File: config.mk
export PLATFORM = sky130hd
export DESIGN_NAME = one_to_two_st_demux
export DESIGN_NICKNAME = d
export VERILOG_FILES = /design/src/rtl/one_to_two_st_demux.sv
export SDC_FILE = /design/constraint.sdc
export NUM_CORES = 1
export LEC_CHECK = 0
export ABC_AREA = 1
export CORE_ASPECT_RATIO = 1.5
export CORE_MARGIN = 1.5
export CORE_UTILIZATION = 57
export DETAILED_ROUTE_END_ITERATION = 12
export PLACE_DENSITY_LB_ADDON = 0.08
export SLEW_MARGIN = 10
export SYNTH_ARGS = -nofsm -noshare
export SYNTH_HDL_FRONTEND = slang
export SYNTH_SLANG_ARGS = --single-unit
File: constraint.sdc
create_clock -name clk -period 2.8 [get_ports clk]
set_input_delay 0.28 -clock clk [delete_from_list [all_inputs] [get_ports clk]]
set_output_delay 0.28 -clock clk [all_outputs]
set_load 0.05 [all_outputs]
File: src/rtl/one_to_two_st_demux.sv
// AXI4-Stream 1-to-2 packet demultiplexer. The route is locked for a whole packet and
// each output is registered through a 2-entry (main + skid) buffer.
module one_to_two_st_demux #(
    parameter int DATA_WIDTH = 32
) (
    input  logic                  clk,
    input  logic                  reset,
    input  logic                  sel,
    input  logic [DATA_WIDTH-1:0] s_axis_tdata,
    input  logic                  s_axis_tvalid,
    output logic                  s_axis_tready,
    input  logic                  s_axis_tlast,
    output logic [DATA_WIDTH-1:0] m_axis_tdata_A,
    output logic                  m_axis_tvalid_A,
    input  logic                  m_axis_tready_A,
    output logic                  m_axis_tlast_A,
    output logic [DATA_WIDTH-1:0] m_axis_tdata_B,
    output logic                  m_axis_tvalid_B,
    input  logic                  m_axis_tready_B,
    output logic                  m_axis_tlast_B
);

    typedef enum logic [1:0] {IDLE, LOCK_A, LOCK_B} state_t;

    state_t                state_q, state_d;
    logic                  rdy_en_q;
    logic                  dest;
    logic                  accept;
    logic [1:0]            m_ready;
    logic [1:0]            push;
    logic [1:0]            skid_full;
    logic [1:0]            out_valid;
    logic [1:0]            out_last;
    logic [DATA_WIDTH-1:0] out_data [2];

    assign m_ready = {m_axis_tready_B, m_axis_tready_A};

    always_comb begin
        dest = sel;
        case (state_q)
            LOCK_A:  dest = 1'b0;
            LOCK_B:  dest = 1'b1;
            default: dest = sel;
        endcase
    end

    // Ready depends only on registered state plus sel, never on downstream tready.
    assign s_axis_tready = rdy_en_q & ~skid_full[dest];
    assign accept        = s_axis_tvalid & s_axis_tready;

    always_comb begin
        state_d = state_q;
        case (state_q)
            IDLE: begin
                if (accept && !s_axis_tlast)
                    state_d = sel ? LOCK_B : LOCK_A;
            end
            LOCK_A, LOCK_B: begin
                if (accept && s_axis_tlast)
                    state_d = IDLE;
            end
            default: state_d = IDLE;
        endcase
    end

    always_ff @(posedge clk or negedge reset) begin
        if (!reset) begin
            state_q  <= IDLE;
            rdy_en_q <= 1'b0;
        end else begin
            state_q  <= state_d;
            rdy_en_q <= 1'b1;
        end
    end

    genvar gi;
    generate
        for (gi = 0; gi < 2; gi++) begin : g_out
            logic                  main_valid_q, main_valid_d;
            logic                  main_last_q, main_last_d;
            logic [DATA_WIDTH-1:0] main_data_q, main_data_d;
            logic                  skid_valid_q, skid_valid_d;
            logic                  skid_last_q, skid_last_d;
            logic [DATA_WIDTH-1:0] skid_data_q, skid_data_d;

            assign push[gi] = accept & (dest == 1'(gi));

            // A push never arrives while the skid is full, so the skid only fills on a stall.
            always_comb begin
                main_valid_d = main_valid_q;
                main_last_d  = main_last_q;
                main_data_d  = main_data_q;
                skid_valid_d = skid_valid_q;
                skid_last_d  = skid_last_q;
                skid_data_d  = skid_data_q;
                if (!main_valid_q || m_ready[gi]) begin
                    if (skid_valid_q) begin
                        main_valid_d = 1'b1;
                        main_last_d  = skid_last_q;
                        main_data_d  = skid_data_q;
                        skid_valid_d = 1'b0;
                    end else begin
                        main_valid_d = push[gi];
                        if (push[gi]) begin
                            main_last_d = s_axis_tlast;
                            main_data_d = s_axis_tdata;
                        end
                    end
                end else if (push[gi]) begin
                    skid_valid_d = 1'b1;
                    skid_last_d  = s_axis_tlast;
                    skid_data_d  = s_axis_tdata;
                end
            end

            always_ff @(posedge clk or negedge reset) begin
                if (!reset) begin
                    main_valid_q <= 1'b0;
                    main_last_q  <= 1'b0;
                    main_data_q  <= '0;
                    skid_valid_q <= 1'b0;
                    skid_last_q  <= 1'b0;
                    skid_data_q  <= '0;
                end else begin
                    main_valid_q <= main_valid_d;
                    main_last_q  <= main_last_d;
                    main_data_q  <= main_data_d;
                    skid_valid_q <= skid_valid_d;
                    skid_last_q  <= skid_last_d;
                    skid_data_q  <= skid_data_d;
                end
            end

            assign skid_full[gi] = skid_valid_q;
            assign out_valid[gi] = main_valid_q;
            assign out_last[gi]  = main_last_q;
            assign out_data[gi]  = main_data_q;
        end
    endgenerate

    assign m_axis_tvalid_A = out_valid[0];
    assign m_axis_tlast_A  = out_last[0];
    assign m_axis_tdata_A  = out_data[0];
    assign m_axis_tvalid_B = out_valid[1];
    assign m_axis_tlast_B  = out_last[1];
    assign m_axis_tdata_B  = out_data[1];

endmodule

==> flow_summary.yaml <==
die:
  num_io_pins: 108
  die_h_microns: 133
  core_area_sq_um: 11000
  fp.dieW_microns: 89.7
  rows: 47
  initial_core_util: 0.585
  dieArea_sq_um: 11900
placement:
  portBuffers: 107
  dp_cells: 1018
  routabilityCongestion: 0.809
  hpwl_microns: 10600
  dp_slack_ps: 332
synth:
  ys_warn_count: 0
  postSynthCellCount: 803
  synth_area_leaders: "dfrtp_1, nand2_1, o21ai_0, nand3_1, inv_1"
  synth.net_count: 844
  yosysTopAreaCellShare: 0.541
  post-synth-top-count-cell: "nand2_1"
  synth_edf_count: 0
  yosys.cell_types.count: 20
  seq_area_frac_synth: 0.541
  syn_area_per_cell_sq_um: 8.01
  synth_seq_cells: 139
  syn_area_sq_um: 6430
  synthFlopType: "dfrtp_1"
  yosys.area.top_type: "dfrtp_1"
  ys_top_cells_by_count: "nand2_1, dfrtp_1, o21ai_0, nand3_1, inv_1"
  synthArstFlopShare: 1.00
route:
  wl_met3_microns: 808
  totalWireLength_microns: 16700
  drt_iter0_drc: 371
  postRouteAntennaNets: 0
  viasPerCell: 5.37
  drtPass1Iterations: 5
  top_layer: "met4"
  wl_met2_microns: 9130
  drc: 0
  wl_met1_microns: 6530
  drt-wirelength-per-cell_microns: 15.9
  vias: 5640
power:
  irDropWorstVdd_uv: 892
  power_density_nw_per_um2: 1250
  leakage_nw: 4.04
finish:
  final_nets: 932
  diodes: 0
  area_growth_pct: 27.9
  fin_cells: 1051
  layout-drive-gt1-share: 0.0664
status:
  status: "finished clean"
timing:
  hold_viol: 0
  slew_viol_final: 0
  fin_crit_ps: 2520
  setup_ws_ps: 279
  finalCritPeriodShare: 0.900
  fin_tns_setup_ps: 0
  max_freq_mhz: 397
  rsz0062_at_grt: "false"
  finClkSkew_ps: 8.89
  max-slew-margin-rel: 0.583
  worst_pin_slew_ps: 626
  finalSetupViolations: 0
critical_path:
  arrival_ps: 2240
  critPathRequiredTime_ps: 2520
  critPathCaptureType: "primary output"
  path_max_fanout: 5
  crit_type: "reg2out"
  setup.worst_path.start_class: "flop"
clocking:
  htree_num_levels: 4
  clock_path_buffers: 2
  cts_tree: "yes"
  clock_latency_ps: 420
  numClockSinks: 139
  clkTransAtPathRegs_ps: 60
  cts_root_buf: "clkbuf_16"
  cts_made_buffers: 17
grt:
  grt_remaining_overflow: 0
  grt_max_degree: 68
  antenna_found_initial: 0
  grt.total_usage: 0.296
  grt_pass1_vias: 5830
  grt_pass1_wl_microns: 28000
flow_run:
  drv_cap: 0
min_path:
  hp-class: "in2async"
[kinds of logic (layout without fill, tap and decap cells)]
group / Yosys count / after routing / share of synthesized area
and+or+nand+nor: 430 / 430 / 0.280
DFF: 139 / 139 / 0.541
AOI/OAI and AO/OA: 134 / 134 / 0.104
buffers and inverters: 97 / 198 / 0.0699
adders and majority gates: 2 / 2 / 0.00389
other: 1 / 1 / 0.000583
[worst paths after layout]
kind | start | end | slack, ps | cells after the start
max | state_q[0] | s_axis_tready | 280 | 8
min in group clk | s_axis_tdata[31] | g_out[1].skid_data_q[31] | 470 | 3
min reg2reg | m_axis_tdata_A[18] | m_axis_tdata_A[18] | 470 | 2
max reg2reg | state_q[0] | m_axis_tdata_B[22] | 280 | 12
max in group asynchronous | reset | g_out[0].skid_data_q[7] | 1610 | 3
min | reset | m_axis_tdata_A[8] | 350 | 2
[sequential cells by signal, indices dropped and copies added, names as in the netlist]
register,cells
m_axis_tlast_A,1
g_out.skid_valid_q,2
m_axis_tdata_A,32
rdy_en_q,1
g_out.skid_last_q,2
m_axis_tvalid_A,1
state_q,2
m_axis_tlast_B,1
m_axis_tvalid_B,1
m_axis_tdata_B,32
g_out.skid_data_q,64
[through the flow]
step	hold WS, ps	total power, mW	util	cell area, sq um
after floorplan	-15.6	6.31	-	6430
after global placement	223	7.68	0.687	7560
after detailed placement	230	7.85	0.687	7560
after CTS	364	10.3	0.748	8220
after global routing	383	10.8	0.748	8220
final	352	10.3	0.748	8220
[worst max-delay path, stage by stage (launching register included)]
cell and delay (ps):
dfrtp_1 350, inv_1 60, ha_1 350, inv_1 90, nand2_1 50, nand3_1 70
nand2_1 130, nor2_8 160, dlygate4sd2_1 560
[placed cells by master (no fill, tap or decap), drive strengths merged]
cell type      instances
nand2                352
dfrtp                139
o21ai                132
clkdlybuf4s50        105
nand3                 73
inv                   45
clkbuf                21
buf                   14
bufinv                 5
nor2                   5
clkinvlp               3
clkinv                 3
a21oi                  2
ha                     2
dlygate4sd3            1
dlygate4sd2            1
conb                   1
[area by class of cell]
class / count / area [sq um]
Clock inverter: 11 / 191
Tap cell: 147 / 184
Sequential cell: 139 / 3480
Clock buffer: 21 / 460
Multi-Input combinational cell: 567 / 2510
Inverter: 45 / 169
Fill cell: 839 / 2780
Timing Repair Buffer: 121 / 1230
[report_power, final]
group / leakage, nW / switching [mW] / internal [mW]
clock: 0.309 / 0.834 / 1.63
sequential: 1.76 / 0.486 / 2.89
combinational: 1.97 / 3.11 / 1.34
total: 4.04 / 4.43 / 5.86
[per-layer routing]
layer,up-vias,GRT usage
li1,2721,-
met5,-,0
met1,2721,0.340
met2,175,0.546
met3,23,0.0586
met4,0,0.103
[what timing repair did]
action	CTS	global route
setup buffers	0	0
endpoints found under the setup margin	1	0
endpoints found under the hold margin	41	0
resized for setup	1	0
hold buffers	1	0
Power figures use the tool's default switching activity.
